<file path="src/rtl/seq_binary_to_bcd.sv">
// Sequential double-dabble binary-to-BCD converter, one input bit per clock.
// Start/done handshake, saturating overflow and leading-zero blanking flags.
module seq_binary_to_bcd #(
    parameter int unsigned WIDTH  = 13,
    parameter int unsigned DIGITS = 4
) (
    input  logic                  clk,
    input  logic                  reset,
    input  logic                  start,
    input  logic [WIDTH-1:0]      number,
    output logic                  busy,
    output logic                  done,
    output logic [4*DIGITS-1:0]   digits,
    output logic [DIGITS-1:0]     blank,
    output logic                  overflow
);

    localparam int unsigned SW = 4 * DIGITS;
    localparam int unsigned CW = (WIDTH > 1) ? $clog2(WIDTH) : 1;
    localparam logic [DIGITS-1:0] BLANK_RST = {DIGITS{1'b1}} ^ DIGITS'(1);

    typedef enum logic [1:0] {
        IDLE  = 2'd0,
        SHIFT = 2'd1,
        DONE  = 2'd2
    } state_e;

    state_e            state_q, state_d;
    logic [WIDTH-1:0]  shift_q, shift_d;
    logic [SW-1:0]     scratch_q, scratch_d;
    logic              ovf_q, ovf_d;
    logic [CW-1:0]     cnt_q, cnt_d;
    logic [SW-1:0]     digits_q, digits_d;
    logic [DIGITS-1:0] blank_q, blank_d;
    logic              overflow_q, overflow_d;
    logic              done_q, done_d;
    logic              busy_q, busy_d;
    logic [SW-1:0]     adj;
    logic              hi_zero;

    always_ff @(posedge clk) begin
        if (reset) begin
            state_q <= IDLE;
        end else begin
            state_q <= state_d;
        end
    end

    always_comb begin
        state_d = state_q;
        case (state_q)
            IDLE:    if (start) state_d = SHIFT;
            SHIFT:   if (cnt_q == '0) state_d = DONE;
            DONE:    state_d = IDLE;
            default: state_d = IDLE;
        endcase
    end

    // Datapath and registered outputs; DONE holds the last sticky overflow before publishing.
    always_comb begin
        shift_d    = shift_q;
        scratch_d  = scratch_q;
        ovf_d      = ovf_q;
        cnt_d      = cnt_q;
        digits_d   = digits_q;
        blank_d    = blank_q;
        overflow_d = overflow_q;
        done_d     = 1'b0;
        busy_d     = (state_d != IDLE) || (state_q == DONE);
        adj        = scratch_q;
        hi_zero    = 1'b1;

        for (int i = 0; i < int'(DIGITS); i++) begin
            if (scratch_q[4*i +: 4] >= 4'd5) begin
                adj[4*i +: 4] = scratch_q[4*i +: 4] + 4'd3;
            end
        end

        case (state_q)
            IDLE: begin
                if (start) begin
                    shift_d   = number;
                    scratch_d = '0;
                    ovf_d     = 1'b0;
                    cnt_d     = CW'(WIDTH - 1);
                end
            end
            SHIFT: begin
                scratch_d = {adj[SW-2:0], shift_q[WIDTH-1]};
                shift_d   = shift_q << 1;
                ovf_d     = ovf_q | adj[SW-1];
                if (cnt_q != '0) begin
                    cnt_d = cnt_q - CW'(1);
                end
            end
            DONE: begin
                digits_d   = ovf_q ? {DIGITS{4'd9}} : scratch_q;
                overflow_d = ovf_q;
                done_d     = 1'b1;
                for (int i = int'(DIGITS) - 1; i >= 0; i--) begin
                    hi_zero    = hi_zero & (digits_d[4*i +: 4] == 4'd0);
                    blank_d[i] = hi_zero;
                end
                blank_d[0] = 1'b0;
            end
            default: ;
        endcase
    end

    always_ff @(posedge clk) begin
        if (reset) begin
            shift_q    <= '0;
            scratch_q  <= '0;
            ovf_q      <= 1'b0;
            cnt_q      <= '0;
            digits_q   <= '0;
            blank_q    <= BLANK_RST;
            overflow_q <= 1'b0;
            done_q     <= 1'b0;
            busy_q     <= 1'b0;
        end else begin
            shift_q    <= shift_d;
            scratch_q  <= scratch_d;
            ovf_q      <= ovf_d;
            cnt_q      <= cnt_d;
            digits_q   <= digits_d;
            blank_q    <= blank_d;
            overflow_q <= overflow_d;
            done_q     <= done_d;
            busy_q     <= busy_d;
        end
    end

    assign busy     = busy_q;
    assign done     = done_q;
    assign digits   = digits_q;
    assign blank    = blank_q;
    assign overflow = overflow_q;

endmodule

</file>
<file path="config.mk">
export PLATFORM = sky130hd
export DESIGN_NAME = seq_binary_to_bcd
export DESIGN_NICKNAME = d
export VERILOG_FILES = /design/src/rtl/seq_binary_to_bcd.sv
export SDC_FILE = /design/constraint.sdc
export NUM_CORES = 1
export LEC_CHECK = 0
export ABC_AREA = 1
export BUFFER_PORTS_ARGS = -buffer_cell sky130_fd_sc_hd__buf_2
export CORE_ASPECT_RATIO = 1.25
export CORE_UTILIZATION = 55
export CTS_CLUSTER_SIZE = 25
export DETAILED_ROUTE_END_ITERATION = 10
export HOLD_SLACK_MARGIN = 0.08
export PLACE_DENSITY = 0.77
export SYNTH_ARGS = -nofsm -noshare
export SYNTH_HDL_FRONTEND = slang
export SYNTH_SLANG_ARGS = --single-unit
</file>
<file path="constraint.sdc">
create_clock -name clk -period 1.6 [get_ports clk]
set_clock_uncertainty 0.1 [all_clocks]
set_input_delay 0.32 -clock clk [delete_from_list [all_inputs] [get_ports clk]]
set_output_delay 0.32 -clock clk [all_outputs]
set_load 0.05 [all_outputs]
</file>
==> summary.txt <==
Placement
  – Dpl ws: 0.170 ns
  – Buffers on Ports: 37
  – Final Wtd Congestion: 0.915
  – Post-DP HPWL: 4020 um

Worst setup path
  – Worst R2R Setup Slack: 0.14 ns
  – Crit end category: register
  – Worst-path maximum fanout: 4
  – Reg2Reg Launch Point: scratch_q[0]$_SDFFE_PP0P_
  – Reg2reg end: scratch_q[4]$_SDFFE_PP0P_
  – WS Path Type: reg -> reg
  – Worst path required time: 1.76 ns
  – Worst Path Arrival: 1.62 ns
  – Reg2Reg Depth: 9
  – CP startpoint kind: register

Cells and area
  – Commonest non-fill, non-tap cell in the layout: nand2_1
  – Area Growth Syn to Fin: 15.2%
  – Share of layout cells above drive strength 1: 15.6%
  – Final-stage net count: 442
  – Most frequent cells in the layout: nand2_1, dfxtp_1, a21oi_1
  – Ant. Diodes: 0

Clocking
  – Clock root buffer: clkbuf_8
  – Post-CTS Setup Bufs: 0
  – Max Root-Sink Buffers: 2
  – H-tree Lvls: 3
  – PostCTS Resize Cnt: 0
  – CTS tree: built
  – Clk_lat worst skew: 0.33 ns
  – Clock Pin Slew Worst Setup and Hold Paths: 0.06 ns
  – CTS Buf Count: 9
  – # hold bufs at CTS: 0
  – CTS Sinks: 58

Hold path
  – Hold depth: 2
  – Hold path startpoint: reset
  – Hold Crit Class: in -> reg
  – Worst Hold End: done$_SDFF_PP0_

GRT
  – Tot GR Track Use: 25.1%
  – Remaining global-route overflow: 0
  – Largest net degree at the start of global routing: 35
  – Initial antenna violation count: 0
  – First-pass GRT wire length: 9940 um
  – Vias in the first global route: 2289

STA
  – Fmax: 0.687 GHz
  – Final Hold Vio Count: 0
  – # setup viols final: 0
  – Worst Setup Slack, final: 0.144 ns
  – Total Neg Setup Slack: 0 ns
  – RSZ-0062 raised after global routing: no
  – Max Slew Vio Count: 0
  – Hold Slack: 0.145 ns
  – Tcrit/Tclk final: 91.0%
  – Crit path time final: 1.46 ns

Yosys
  – Syn nets: 402
  – Synth top area cells: dfxtp_1, nand2_1, a21oi_1, o21ai_0, inv_1
  – Mapped cell area: 2690 um2
  – Top cell type's share of synthesized area: 43.2%
  – Sequential element share of the synthesized area: 43.2%
  – Yosys top cell by area: dfxtp_1
  – Cell variety after synth: 27
  – Mapped Cells: 377
  – Yosys reg bits: 58
  – Synthesis Warnings: 0
  – Mean post-synth cell area: 7.13 um2

Pwr
  – Leak: 1.41 nW
  – Pwr Density: 1100 nW/um2
  – Final Power: 3.42 mW
  – Peak VDD IR: 0.912 mV

Routing
  – Via/cell ratio: 5.26
  – Drc violations: 0
  – First drt pass iteration count: 5
  – Post-DR wirelength/cell: 12.1 um
  – Iteration-0 DRC Markers: 239
  – Via count: 2512
  – Antenna-violating nets left: 0
  – WL final: 5800 um

Floorplanning
  – Die X: 64.5 um
  – I/O Pins: 39
  – Core ar.: 4730 um2
  – Die Y: 80.1 um
  – Num rows: 28
  – Full die area: 5170 um2
  – Starting Density: 56.8%

Status
  – Status: complete, no violations

Job
  – Max-cap violation count: 0
==> worst max path at each step <==
stage / startpoint / end / slack, ns / cells after the start
2_1_floorplan: scratch_q[0]$_SDFFE_PP0P_ / scratch_q[4]$_SDFFE_PP0P_ / 0.34 / 9
5_1_grt: scratch_q[0]$_SDFFE_PP0P_ / scratch_q[4]$_SDFFE_PP0P_ / 0.01 / 9
6_report: scratch_q[0]$_SDFFE_PP0P_ / scratch_q[4]$_SDFFE_PP0P_ / 0.14 / 9
3_5_place_dp: scratch_q[0]$_SDFFE_PP0P_ / scratch_q[4]$_SDFFE_PP0P_ / 0.17 / 9
4_1_cts: scratch_q[0]$_SDFFE_PP0P_ / scratch_q[4]$_SDFFE_PP0P_ / 0.15 / 9
3_3_place_gp: scratch_q[0]$_SDFFE_PP0P_ / scratch_q[4]$_SDFFE_PP0P_ / 0.18 / 9
==> flip-flops by register name (all words and copies together) (netlist names) <==
register   flops
busy           1
cnt_q          4
shift_q       13
done           1
scratch_q     16
state_q        2
ovf_q          1
overflow       1
digits        16
blank          3
==> area by class of cell <==
class,count,area [um2]
clock buffers,12,165
flip-flops and latches,58,1160
repair buffers,46,265
fillers,459,1630
well taps,60,75.1
inverters,43,161
multi-input cells,259,1270
==> critical path, cell delays in order, from the launching register on <==
cell and delay [ns]:
dfxtp_1 0.41, inv_1 0.11, ha_1 0.22, inv_1 0.05, nand2_1 0.08, nand3_1 0.14, nand2_1 0.06, nor2_1 0.10
nor2_1 0.04, nor2_1 0.07
==> power breakdown <==
| group | switching, mW | internal [mW] | total (mW) |
|---|---|---|---|
| combinational | 0.439 | 0.201 | 0.640 |
| clock | 0.517 | 0.654 | 1.17 |
| sequential | 0.0586 | 1.55 | 1.61 |
==> synthesized netlist by cell type <==
cell	count
nand2_1	88
dfxtp_1	58
a21oi_1	42
inv_1	40
o21ai_0	33
nor2_1	29
nand3_1	27
ha_1	9
nand4_1	9
a22oi_1	4
clkbuf_1	4
buf_1	3
buf_2	3
buf_4	3
inv_2	3
nor3_1	3
o21ai_1	3
a31oi_1	2
buf_6	2
clkbuf_2	2
nand2_2	2
nand2_4	2
o31ai_1	2
conb_1	1
o211ai_1	1
or2_0	1
xor2_1	1
==> cells by family after synthesis <==
kind of cell	after synthesis	share of synthesized area, %
other	1	0.140
AND/OR/NAND/NOR	161	25.6
flip-flops	58	43.2
AO/OA/AOI/OAI	87	17.0
XOR/XNOR	1	0.326
buffers and inverters	60	9.59
adder cells (fa/ha/maj)	9	4.19
==> per-layer routing <==
metal | global-route usage (%) | part of all wire (%)
met1 | 30.5 | 47
met2 | 41.5 | 47
met3 | 6.68 | 4.4
met4 | 10.4 | 1.3
met5 | 0 | 0
==> per-stage QoR <==
stage	instance area, um2	instances	utilization, %
after floorplan	2690	377	-
after global placement	2930	466	62.0
after detailed placement	2930	466	62.0
after CTS	3100	478	65.4
after global routing	3100	478	65.4
final	3100	478	65.4
(Power assumes the default switching activity.)
